File: config.mk
export PLATFORM = sky130hd
export DESIGN_NAME = axi4_lite_slave_regs
export DESIGN_NICKNAME = d
export VERILOG_FILES = /design/src/rtl/axi4_lite_slave_regs.sv
export SDC_FILE = /design/constraint.sdc
export NUM_CORES = 1
export LEC_CHECK = 0
export ABC_AREA = 1
export CORE_AREA = 2 2 253 255
export CTS_CLUSTER_SIZE = 8
export DETAILED_ROUTE_END_ITERATION = 8
export DIE_AREA = 0 0 255 257
export GPL_TIMING_DRIVEN = 0
export PLACE_DENSITY = 0.67
export REMOVE_ABC_BUFFERS = 1
export SLEW_MARGIN = 20
export SYNTH_ARGS = -nofsm -noshare
export SYNTH_HDL_FRONTEND = slang
export SYNTH_SLANG_ARGS = --single-unit
File: constraint.sdc
create_clock -name clk -period 39.3 [get_ports clk]
set_input_delay 9.825 -clock clk [delete_from_list [all_inputs] [get_ports clk]]
set_output_delay 9.825 -clock clk [all_outputs]
set_load 0.05 [all_outputs]
File: src/rtl/axi4_lite_slave_regs.sv
`default_nettype none
// ============================================================================
// Module   : axi4_lite_slave_regs
// Brief    : AXI4-Lite slave register file with byte-strobed writes,
//            SLVERR on out-of-range addresses, and a flat register export.
// Revision : 1.0 - initial release
// ============================================================================
module axi4_lite_slave_regs #(
    parameter int ADDR_WIDTH = 32,
    parameter int DATA_WIDTH = 32,
    parameter int NUM_REGS   = 16
) (
    input  logic                         clk,
    input  logic                         rst,
    // write address channel
    input  logic [ADDR_WIDTH-1:0]        awaddr,
    input  logic                         awvalid,
    output logic                         awready,
    // write data channel
    input  logic [DATA_WIDTH-1:0]        wdata,
    input  logic [DATA_WIDTH/8-1:0]      wstrb,
    input  logic                         wvalid,
    output logic                         wready,
    // write response channel
    output logic [1:0]                   bresp,
    output logic                         bvalid,
    input  logic                         bready,
    // read address channel
    input  logic [ADDR_WIDTH-1:0]        araddr,
    input  logic                         arvalid,
    output logic                         arready,
    // read data channel
    output logic [DATA_WIDTH-1:0]        rdata,
    output logic [1:0]                   rresp,
    output logic                         rvalid,
    input  logic                         rready,
    // register export
    output logic [NUM_REGS*DATA_WIDTH-1:0] reg_out
);

    localparam int         c_IDX_W  = $clog2(NUM_REGS);
    localparam int         c_NBYTES = DATA_WIDTH / 8;
    localparam logic [1:0] c_OKAY   = 2'b00;
    localparam logic [1:0] c_SLVERR = 2'b10;

    typedef enum logic [0:0] {
        R_IDLE = 1'b0,
        R_DATA = 1'b1
    } rstate_t;

    logic [DATA_WIDTH-1:0] r_regs [NUM_REGS];

    logic                  r_aw_held;
    logic                  r_w_held;
    logic [c_IDX_W-1:0]    r_aw_idx;
    logic                  r_aw_oor;
    logic [DATA_WIDTH-1:0] r_wdata;
    logic [c_NBYTES-1:0]   r_wstrb;
    logic                  r_bvalid;
    logic [1:0]            r_bresp;

    rstate_t               r_rstate;
    rstate_t               w_rstate_nxt;
    logic                  w_arready;
    logic [DATA_WIDTH-1:0] r_rdata;
    logic [1:0]            r_rresp;

    logic                  w_aw_hs;
    logic                  w_w_hs;
    logic                  w_ar_hs;
    logic                  w_commit;
    logic [c_IDX_W-1:0]    w_ar_idx;
    logic                  w_ar_oor;
    logic                  w_aw_oor;

    // Byte-offset bits are not used for decoding
    logic w_unused_addr_bits;
    assign w_unused_addr_bits = &{1'b0, awaddr[1:0], araddr[1:0]};

    assign awready  = !r_aw_held;
    assign wready   = !r_w_held;
    assign bvalid   = r_bvalid;
    assign bresp    = r_bresp;
    assign arready  = w_arready;
    assign rvalid   = (r_rstate == R_DATA);
    assign rdata    = r_rdata;
    assign rresp    = r_rresp;

    assign w_aw_hs  = awvalid && !r_aw_held;
    assign w_w_hs   = wvalid && !r_w_held;
    assign w_ar_hs  = arvalid && w_arready;
    assign w_commit = r_aw_held && r_w_held && !r_bvalid;

    // Anything at or above 4*NUM_REGS, including nonzero upper bits, is out of range
    assign w_aw_oor = (awaddr >> (c_IDX_W + 2)) != '0;
    assign w_ar_oor = (araddr >> (c_IDX_W + 2)) != '0;
    assign w_ar_idx = araddr[c_IDX_W+1:2];

    // Write address/data capture; both flags drop together on commit
    always_ff @(posedge clk or posedge rst) begin
        if (rst) begin
            r_aw_held <= 1'b0;
            r_w_held  <= 1'b0;
            r_aw_idx  <= '0;
            r_aw_oor  <= 1'b0;
            r_wdata   <= '0;
            r_wstrb   <= '0;
        end else begin
            if (w_commit) begin
                r_aw_held <= 1'b0;
                r_w_held  <= 1'b0;
            end
            if (w_aw_hs) begin
                r_aw_held <= 1'b1;
                r_aw_idx  <= awaddr[c_IDX_W+1:2];
                r_aw_oor  <= w_aw_oor;
            end
            if (w_w_hs) begin
                r_w_held <= 1'b1;
                r_wdata  <= wdata;
                r_wstrb  <= wstrb;
            end
        end
    end

    // Write response: raised on commit, held until bready
    always_ff @(posedge clk or posedge rst) begin
        if (rst) begin
            r_bvalid <= 1'b0;
            r_bresp  <= c_OKAY;
        end else if (w_commit) begin
            r_bvalid <= 1'b1;
            r_bresp  <= r_aw_oor ? c_SLVERR : c_OKAY;
        end else if (r_bvalid && bready) begin
            r_bvalid <= 1'b0;
        end
    end

    // Register array with per-byte write enables
    always_ff @(posedge clk or posedge rst) begin
        if (rst) begin
            for (int i = 0; i < NUM_REGS; i++) begin
                r_regs[i] <= '0;
            end
        end else if (w_commit && !r_aw_oor) begin
            for (int k = 0; k < c_NBYTES; k++) begin
                if (r_wstrb[k]) begin
                    r_regs[r_aw_idx][8*k +: 8] <= r_wdata[8*k +: 8];
                end
            end
        end
    end

    // Read FSM state register
    always_ff @(posedge clk or posedge rst) begin
        if (rst) begin
            r_rstate <= R_IDLE;
        end else begin
            r_rstate <= w_rstate_nxt;
        end
    end

    // Read FSM next state and arready
    always_comb begin
        w_rstate_nxt = r_rstate;
        w_arready    = 1'b0;
        case (r_rstate)
            R_IDLE: begin
                w_arready = 1'b1;
                if (arvalid) begin
                    w_rstate_nxt = R_DATA;
                end
            end
            R_DATA: begin
                if (rready) begin
                    w_rstate_nxt = R_IDLE;
                end
            end
            default: w_rstate_nxt = R_IDLE;
        endcase
    end

    // Read data capture on AR handshake; old register value wins over a same-edge commit
    always_ff @(posedge clk or posedge rst) begin
        if (rst) begin
            r_rdata <= '0;
            r_rresp <= c_OKAY;
        end else if (w_ar_hs) begin
            if (w_ar_oor) begin
                r_rdata <= '0;
                r_rresp <= c_SLVERR;
            end else begin
                r_rdata <= r_regs[w_ar_idx];
                r_rresp <= c_OKAY;
            end
        end
    end

    generate
        for (genvar gi = 0; gi < NUM_REGS; gi++) begin : g_reg_out
            assign reg_out[gi*DATA_WIDTH +: DATA_WIDTH] = r_regs[gi];
        end
    endgenerate

endmodule
`default_nettype wire

* Word level (Yosys, flattened, before mapping)
Index checks and enable logic that the tools add are counted.
Word-level totals: register bits 593, bits of input ports 107, output and inout bits 553, word-level logic and storage cells 84
Operators by class: order comparisons 3, mux-type cells 34, bitwise gates (word level) 3, reduce and logical (&&, ||, !) cells 17
Operators with widths (number):
- 512-bit two-way mux | 7
- 512-bit bitwise mux | 4
- 32-bit demux with 4-bit select | 4
- 32-bit binary-select mux with 4-bit select | 1
- 32-bit two-way mux | 4
- 32-bit nonzero test | 2
- 24-bit two-way mux | 1
- 16-bit two-way mux | 1
- 5-bit greater-or-equal comparator (second input constant) | 2
- 4-bit inverter with 5-bit output | 2
- 1-bit logical AND | 8
- 1-bit two-way mux | 8
- 8-bit two-way mux | 1
- 2-bit nonzero test | 3
- 5-bit by 1-bit less-than comparator with 1-bit output (second input constant) | 1
- 1-bit logical NOT | 4
- 2-bit two-way mux | 2
- 1-bit case mux with 2 select lines | 1
- 1-bit inverter | 1

* Logic depth before layout (Yosys ltp)
Gate-level depths: netlist of run 1.
word-level depth 16, gate-level depth with buffers 10, gate-level depth less buffers 8

* Worst setup path before layout of run 1
No wires, ideal clock.
kind input -> register, start point input port araddr[2], end point register r_rdata[10], in the netlist rdata[10], library setup time 66 ps, arrival 10949 ps, required time 39234 ps, setup slack 28285 ps, cell stages on the path 10, buffers on the path 3, path through buf_2 inv_1 clkbuf_1 clkbuf_1 nand2_1 nand3_1 nand3_1 nand3_1 nand3_1 nand2_1
On the way: word-level cells in the longest chain between the ends 5
RTL lines:
- start: declaration | RTL line 29 | input logic [ADDR_WIDTH-1:0] araddr,
- 4-bit inverter with 5-bit output (implied by the code) | RTL line 193 | r_rdata <= r_regs[w_ar_idx];
- 32-bit binary-select mux with 4-bit select | RTL line 193
- 32-bit two-way mux (implied by the code) (2 in series) | RTL line 193
- 32-bit two-way mux | RTL line 189 | if (w_ar_oor) begin
- end signal: assignment | RTL line 193
- end: declaration | RTL line 65 | logic [DATA_WIDTH-1:0] r_rdata;
Every way passes these cells. The select of a mux whose other input is x is not followed. A chain may end at the register's enable or synchronous reset.

* Worst setup path after layout of run 1
start point register r_regs, in the netlist reg_out[165], end point output port reg_out[165]
RTL lines:
- start: declaration | RTL line 51 | logic [DATA_WIDTH-1:0] r_regs [NUM_REGS];
- start signal: indexed assignment | RTL line 148 | r_regs[r_aw_idx][8*k +: 8] <= r_wdata[8*k +: 8];
- end: declaration | RTL line 38 | output logic [NUM_REGS*DATA_WIDTH-1:0] reg_out
No word-level cell between the ends.

==> metrics.txt, run 1 <==
Die Outline Area 0.0655 sq mm; stages on the worst setup path 1; final weighted congestion in routability-driven placement 0.905; final-layout setup total negative slack 0 ns; Tcrit/Tclk final 0.300; Critical Path End Type primary output; sequential element share of the synthesized area 0.555; Mean Syn Cell Area 8.40 sq um; cell family contributing the most delay on the critical path buffers and inverters; commonest non-fill, non-tap cells in the layout sky130_fd_sc_hd__nand2_1 (1,132), sky130_fd_sc_hd__clkdlybuf4s50_1 (649), sky130_fd_sc_hd__dfrtp_1 (591); core footprint 0.0627 sq mm; post-placement setup slack about 27 ns; count of mapped cells out of synthesis 3,174; final hold viol count 0; Worst VDD drop 42.9 uV; initial antenna violation count 6; Final WS setup 27.52 ns; max cap viols 0; count of buffers inserted at the top-level ports 653; Slowest cell on crit path sky130_fd_sc_hd__clkdlybuf4s50_1; clock tree root buffer cell sky130_fd_sc_hd__clkbuf_16; final HPWL from detailed placement 71,600 um; overflow left after global routing 0; CP Buf/Inv Count 1; setup repair after global routing missed its margin false; count of filler cells inserted in the layout 5,644; growth of design area from synthesis to finish 34.2%; Initial Util 0.425; via count ~25,000; Min-Delay Path Depth 2; status complete, no violations; final routed DRC violation total 0; CTS tree built; FP Rows about 90; Slew @ Worst Pin ~1.1 ns; slew margin rel. 0.235; vias per cell approximately 5.5; clk buf depth 3; FMAX 84.9 MHz; fraction of layout cells with a size suffix above 1 0.0529; CTS Hold Bufs 0; final setup skew approximately 0.021 ns; class of the worst hold path reg -> reg; number of DRC markers in iteration 0 2,098; post_cts resized 0; net count reported at finish ~3,800; via count of the first global-routing pass 23,600; maximum net fanout on the critical path 3; die span in y ~260 um; count of unique library cells instantiated by Yosys 26; power per cell area between 50 and 60 mW/mm^2; Yosys warning count 0; top-level port count 660; clock network latency to the later pin of the worst-skew pair 0.62 ns; die extent in x 255 um; cell leakage power 16.0 nW; TritonCTS Buffers between 80 and 90; maximum number of pins on one net before global-route repair 116; final count of pins violating max slew 0; CP peak stage delay 0.89 ns; post-CTS setup buffer count 0; Critical Path Start Type flip-flop; category of the critical setup timing path reg -> out; maximum level of the CTS H-tree 3; first-pass GRT wire length 156,000 um; antenna violation net count after detailed routing 0; clock-pin slew of the registers on the worst-case setup and hold paths 0.05 ns; most common cell after layout, fill and taps aside sky130_fd_sc_hd__nand2_1; minimum clock period 11.78 ns; Yosys reg bits approximately 590; overall routing resource usage 0.321; post-synthesis cell area 0.0267 sq mm; Crit path required time 29.47 ns; combined flip-flop and latch cell area roughly 0.015 sq mm; arrival time at the worst endpoint 1.96 ns; TritonRoute pass-1 iters 8; area occupied by multi-input gates 0.0105 sq mm; Cell Chain, Critical Path clkdlybuf4s50_1; endpoints failing setup 0; average wire length per cell after detail routing 23.4 um; Clock Sinks a little under 600; number of cells on the worst reg-to-reg path 6; total wire length after detailed routing 107,000 um
## synthesized netlist by cell type (all sizes together)
| master | number | area, sq um |
|---|---|---|
| nand2 | 1174 | 4710 |
| dfrtp | 591 | 14800 |
| o21ai | 515 | 2640 |
| nand3 | 481 | 2410 |
| clkbuf | 113 | 424 |
| buf | 107 | 826 |
| nor2 | 86 | 368 |
| inv | 52 | 195 |
| a21oi | 41 | 205 |
| nor3 | 4 | 31.3 |
| or2 | 4 | 25.0 |
| nor4 | 2 | 12.5 |
| and2 | 1 | 6.26 |
| conb | 1 | 3.75 |
| o21a | 1 | 7.51 |
| o21bai | 1 | 7.51 |
## area by class of cell
cell class | count | share of cell area
tap | 846 | 0.0296
timing repair buffer | 672 | 0.197
inverter | 52 | 0.00615
clock buffer | 89 | 0.0604
sequential | 591 | 0.413
antenna | 3 | 0.000210
multi-input combinational | 2312 | 0.292
clock inverter | 5 | 0.00175
## per-stage QoR
stage / utilization / hold WS (ns) / instances / total power, W / cell area, sq um
2_1_floorplan: - / 0.477 / 2955 / 0.00108 / 25400
3_3_place_gp: 0.526 / 0.462 / 4454 / 0.00131 / 33000
3_5_place_dp: 0.535 / 0.464 / 4473 / 0.00132 / 33600
4_1_cts: 0.570 / 0.484 / 4567 / 0.00197 / 35800
5_1_grt: 0.571 / 0.501 / 4570 / 0.00204 / 35800
6_report: 0.571 / 0.482 / 4570 / 0.00196 / 35800
## report_power, final
part	internal (W)	switching (W)	leakage, nW
sequential	0.000680	0.0000528	8.01
clock	0.000385	0.000263	1.09
combinational	0.000150	0.000433	6.88
## registers in the layout, summed over array words and instances, names as in the netlist, 4 cells and up
| name | count |
|---|---|
| r_aw_idx | 4 |
| r_wstrb | 4 |
| reg_out | 512 |
| r_wdata | 32 |
| rdata | 32 |
## logic make-up after synthesis
kind of cell / synth area share
AO/OA/AOI/OAI: 0.107
buffers and inverters: 0.0542
flip-flops: 0.555
other: 0.000141
AND/OR/NAND/NOR: 0.284
## per-layer routing
layer / track usage / vias to the layer above / share of wire
met5: 0 / - / 0.00010
met4: 0.155 / 2 / 0.051
met3: 0.0676 / 260 / 0.087
met2: 0.511 / 1220 / 0.47
met1: 0.415 / 12100 / 0.39
li1: - / 11500 / -
## path summary, 6_finish.rpt
path	start	to	slack [ns]
worst max-delay path	reg_out[165]	reg_out[165]	27.52
worst min register to register	rdata[2]	rdata[2]	0.48
worst max register to register	bvalid	reg_out[454]	36.58
max in group asynchronous	rst	reg_out[179]	27.96
min in group asynchronous	rst	reg_out[294]	9.58
worst min-delay path	rdata[2]	rdata[2]	0.48
Note: power is estimated with default switching activity, not from simulation.
==> run 2, diff against run 1 <==
--- a/config.mk
+++ b/config.mk
@@ -6,12 +6,12 @@
 export NUM_CORES = 1
 export LEC_CHECK = 0
 export ABC_AREA = 1
-export CORE_AREA = 2 2 253 255
+export CORE_AREA = 2 2 256 258
 export CTS_CLUSTER_SIZE = 8
 export DETAILED_ROUTE_END_ITERATION = 8
-export DIE_AREA = 0 0 255 257
+export DIE_AREA = 0 0 258 260
 export GPL_TIMING_DRIVEN = 0
-export PLACE_DENSITY = 0.67
+export PLACE_DENSITY = 0.66
 export REMOVE_ABC_BUFFERS = 1
 export SLEW_MARGIN = 20
 export SYNTH_ARGS = -nofsm -noshare
==> constraint.sdc (replaced) <==
create_clock -name clk -period 11.8 [get_ports clk]
set_input_delay 2.95 -clock clk [delete_from_list [all_inputs] [get_ports clk]]
set_output_delay 2.95 -clock clk [all_outputs]
set_load 0.05 [all_outputs]
==> run 2 against run 1 <==
Compared with the run above:
- register-to-register slack worse by 28 ns
- critical endpoint is now wready
- critical path type unchanged
- combinational power grew to 3.3 times the previous value
- clock power grew to 3.4 times the previous value
==> metrics.txt, run 2 (synthesis gave the netlist of run 1 again) <==
final count of pins violating max slew 0; slew margin rel. 0.230; class of the worst hold path reg -> reg; Critical R2R Launch bvalid; Crit. Startpoint r_w_held; clock-pin slew of the registers on the worst-case setup and hold paths 0.05 ns; count of filler cells inserted in the layout 5,827; minimum clock period 5.00 ns; Tcrit/Tclk final 0.424; TritonRoute pass-1 iters 6; top-level port count 660; Final WS setup 6.80 ns; die span in y around 260 um; clock tree root buffer cell sky130_fd_sc_hd__clkbuf_16; vias per cell ~5.4; via count roughly 25,000; max FFs per register about 510; Util after Layout 0.559; WHS 0.480 ns; initial antenna violation count 6; category of the critical setup timing path reg -> out; Critical Path Start Type flip-flop; TritonCTS Buffers 84; Worst VDD drop 130 uV; power per cell area 183 mW/mm^2; endpoints failing setup 0; final routed DRC violation total 0; average wire length per cell after detail routing between 20 and 25 um; count of buffers inserted at the top-level ports 653; instance area at placement approximately 0.034 sq mm; net count reported at finish 3,822; growth of design area from synthesis to finish 34.5%; total wire length after detailed routing approximately 110,000 um; fraction of layout cells with a size suffix above 1 0.0532; Clock Sinks 591; final HPWL from detailed placement 71,300 um; commonest non-fill, non-tap cells in the layout sky130_fd_sc_hd__nand2_1 (1,132), sky130_fd_sc_hd__clkdlybuf4s50_1 (649), sky130_fd_sc_hd__dfrtp_1 (591); final setup skew between 0.02 and 0.025 ns; FP Rows 93; core footprint 0.0641 sq mm; first-pass GRT wire length 156,000 um; Crit path required time around 8.9 ns; cell total after placement 4,484; maximum net fanout on the critical path 4; CTS tree built; FMAX approximately 200 MHz; Die Outline Area between 0.06 and 0.07 sq mm; Initial Util 0.416; worst hold start rdata[25]; status complete, no violations; setup repair after global routing missed its margin false; number of DRC markers in iteration 0 2,274; Slew @ Worst Pin 1.15 ns; antenna violation net count after detailed routing 0; post_cts resized 0; max cap viols 0; final weighted congestion in routability-driven placement 0.866; maximum level of the CTS H-tree 3; Critical Path End Type primary output; clk buf depth 3; final hold viol count 0; overall routing resource usage 0.310; die extent in x 258 um; post-CTS setup buffer count 0; cell leakage power 16.0 nW; non-filler cells, final 4,585; via count of the first global-routing pass roughly 23,000; overflow left after global routing 0; arrival time at the worst endpoint ~2.1 ns; combined flip-flop and latch cell area 0.0148 sq mm; CTS Hold Bufs 0; most common cell after layout, fill and taps aside sky130_fd_sc_hd__nand2_1; post-placement setup slack ~6.6 ns; area occupied by multi-input gates 0.0104 sq mm; maximum number of pins on one net before global-route repair approximately 110; post-layout instance area 0.0359 sq mm; clock network latency to the later pin of the worst-skew pair 0.64 ns
## run 2: cell count changes in the layout (fill, tap and decap cells not counted), sizes merged
cell and change:
clkinv +1, buf +2, diode +3, inv +1, clkbuf -1
## run 2: area by class of cell
| cell class | instances | share of cell area |
|---|---|---|
| Multi-Input combinational cell | 2312 | 0.291 |
| Clock buffer | 88 | 0.0596 |
| Tap cell | 855 | 0.0298 |
| Inverter | 52 | 0.00614 |
| Antenna cell | 6 | 0.000419 |
| Sequential cell | 591 | 0.412 |
| Clock inverter | 7 | 0.00307 |
| Timing Repair Buffer | 674 | 0.197 |
## run 2: where the power goes
part           leakage [nW]  internal [W]  switching [W]
Sequential             8.01       0.00226       0.000172
Combinational          6.90      0.000499        0.00144
Clock                  1.10       0.00128       0.000905
Total                  16.0       0.00404        0.00252
## run 2: critical path: stages (launching register included)
cell and delay [ns]:
sky130_fd_sc_hd__dfrtp_1 0.37, sky130_fd_sc_hd__inv_2 0.19, sky130_fd_sc_hd__clkdlybuf4s50_1 0.87
## run 2: per-stage QoR
step / power [W] / TNS (ns)
after CTS: 0.00659 / 0
after floorplan: 0.00359 / -4544.62
after global placement: 0.00438 / -9580.43
after detailed placement: 0.00440 / 0
final: 0.00656 / 0
after global routing: 0.00680 / 0
## run 2: metal layers
metal / routed length (um) / vias to the layer above / part of all wire / track usage
li1: - / 11500 / - / -
met1: 42600 / 11900 / 0.40 / 0.403
met2: 50200 / 1095 / 0.47 / 0.498
met3: 8210 / 241 / 0.077 / 0.0641
met4: 5250 / 2 / 0.049 / 0.144
met5: 10 / - / 0.000094 / 0
## run 2: worst paths after layout
kind,end,slack (ns),cells past startpoint
setup / recovery,wready,6.80,2
hold / removal,rdata[25],0.48,2
setup reg to reg,reg_out[448],9.05,5
hold reg to reg,rdata[25],0.48,2
max in group asynchronous,reg_out[276],7.52,5
min in group asynchronous,reg_out[129],2.66,2
==> run 3, diff against run 2 <==
==> constraint.sdc (replaced) <==
create_clock -name clk -period 4.7 [get_ports clk]
set_input_delay 1.175 -clock clk [delete_from_list [all_inputs] [get_ports clk]]
set_output_delay 1.175 -clock clk [all_outputs]
set_load 0.05 [all_outputs]
==> results of run 3 <==
The final DEF is identical to that of run 2. Status: complete, no violations.
Main changes from that run: setup slack after placement 6.59 ns -> 1.26 ns; setup slack after layout 6.80 ns -> 1.47 ns; register-to-register setup slack 9.05 ns -> 1.95 ns; total power 0.00656 W -> 0.0165 W; worst IR drop on VDD 130 uV -> 327 uV
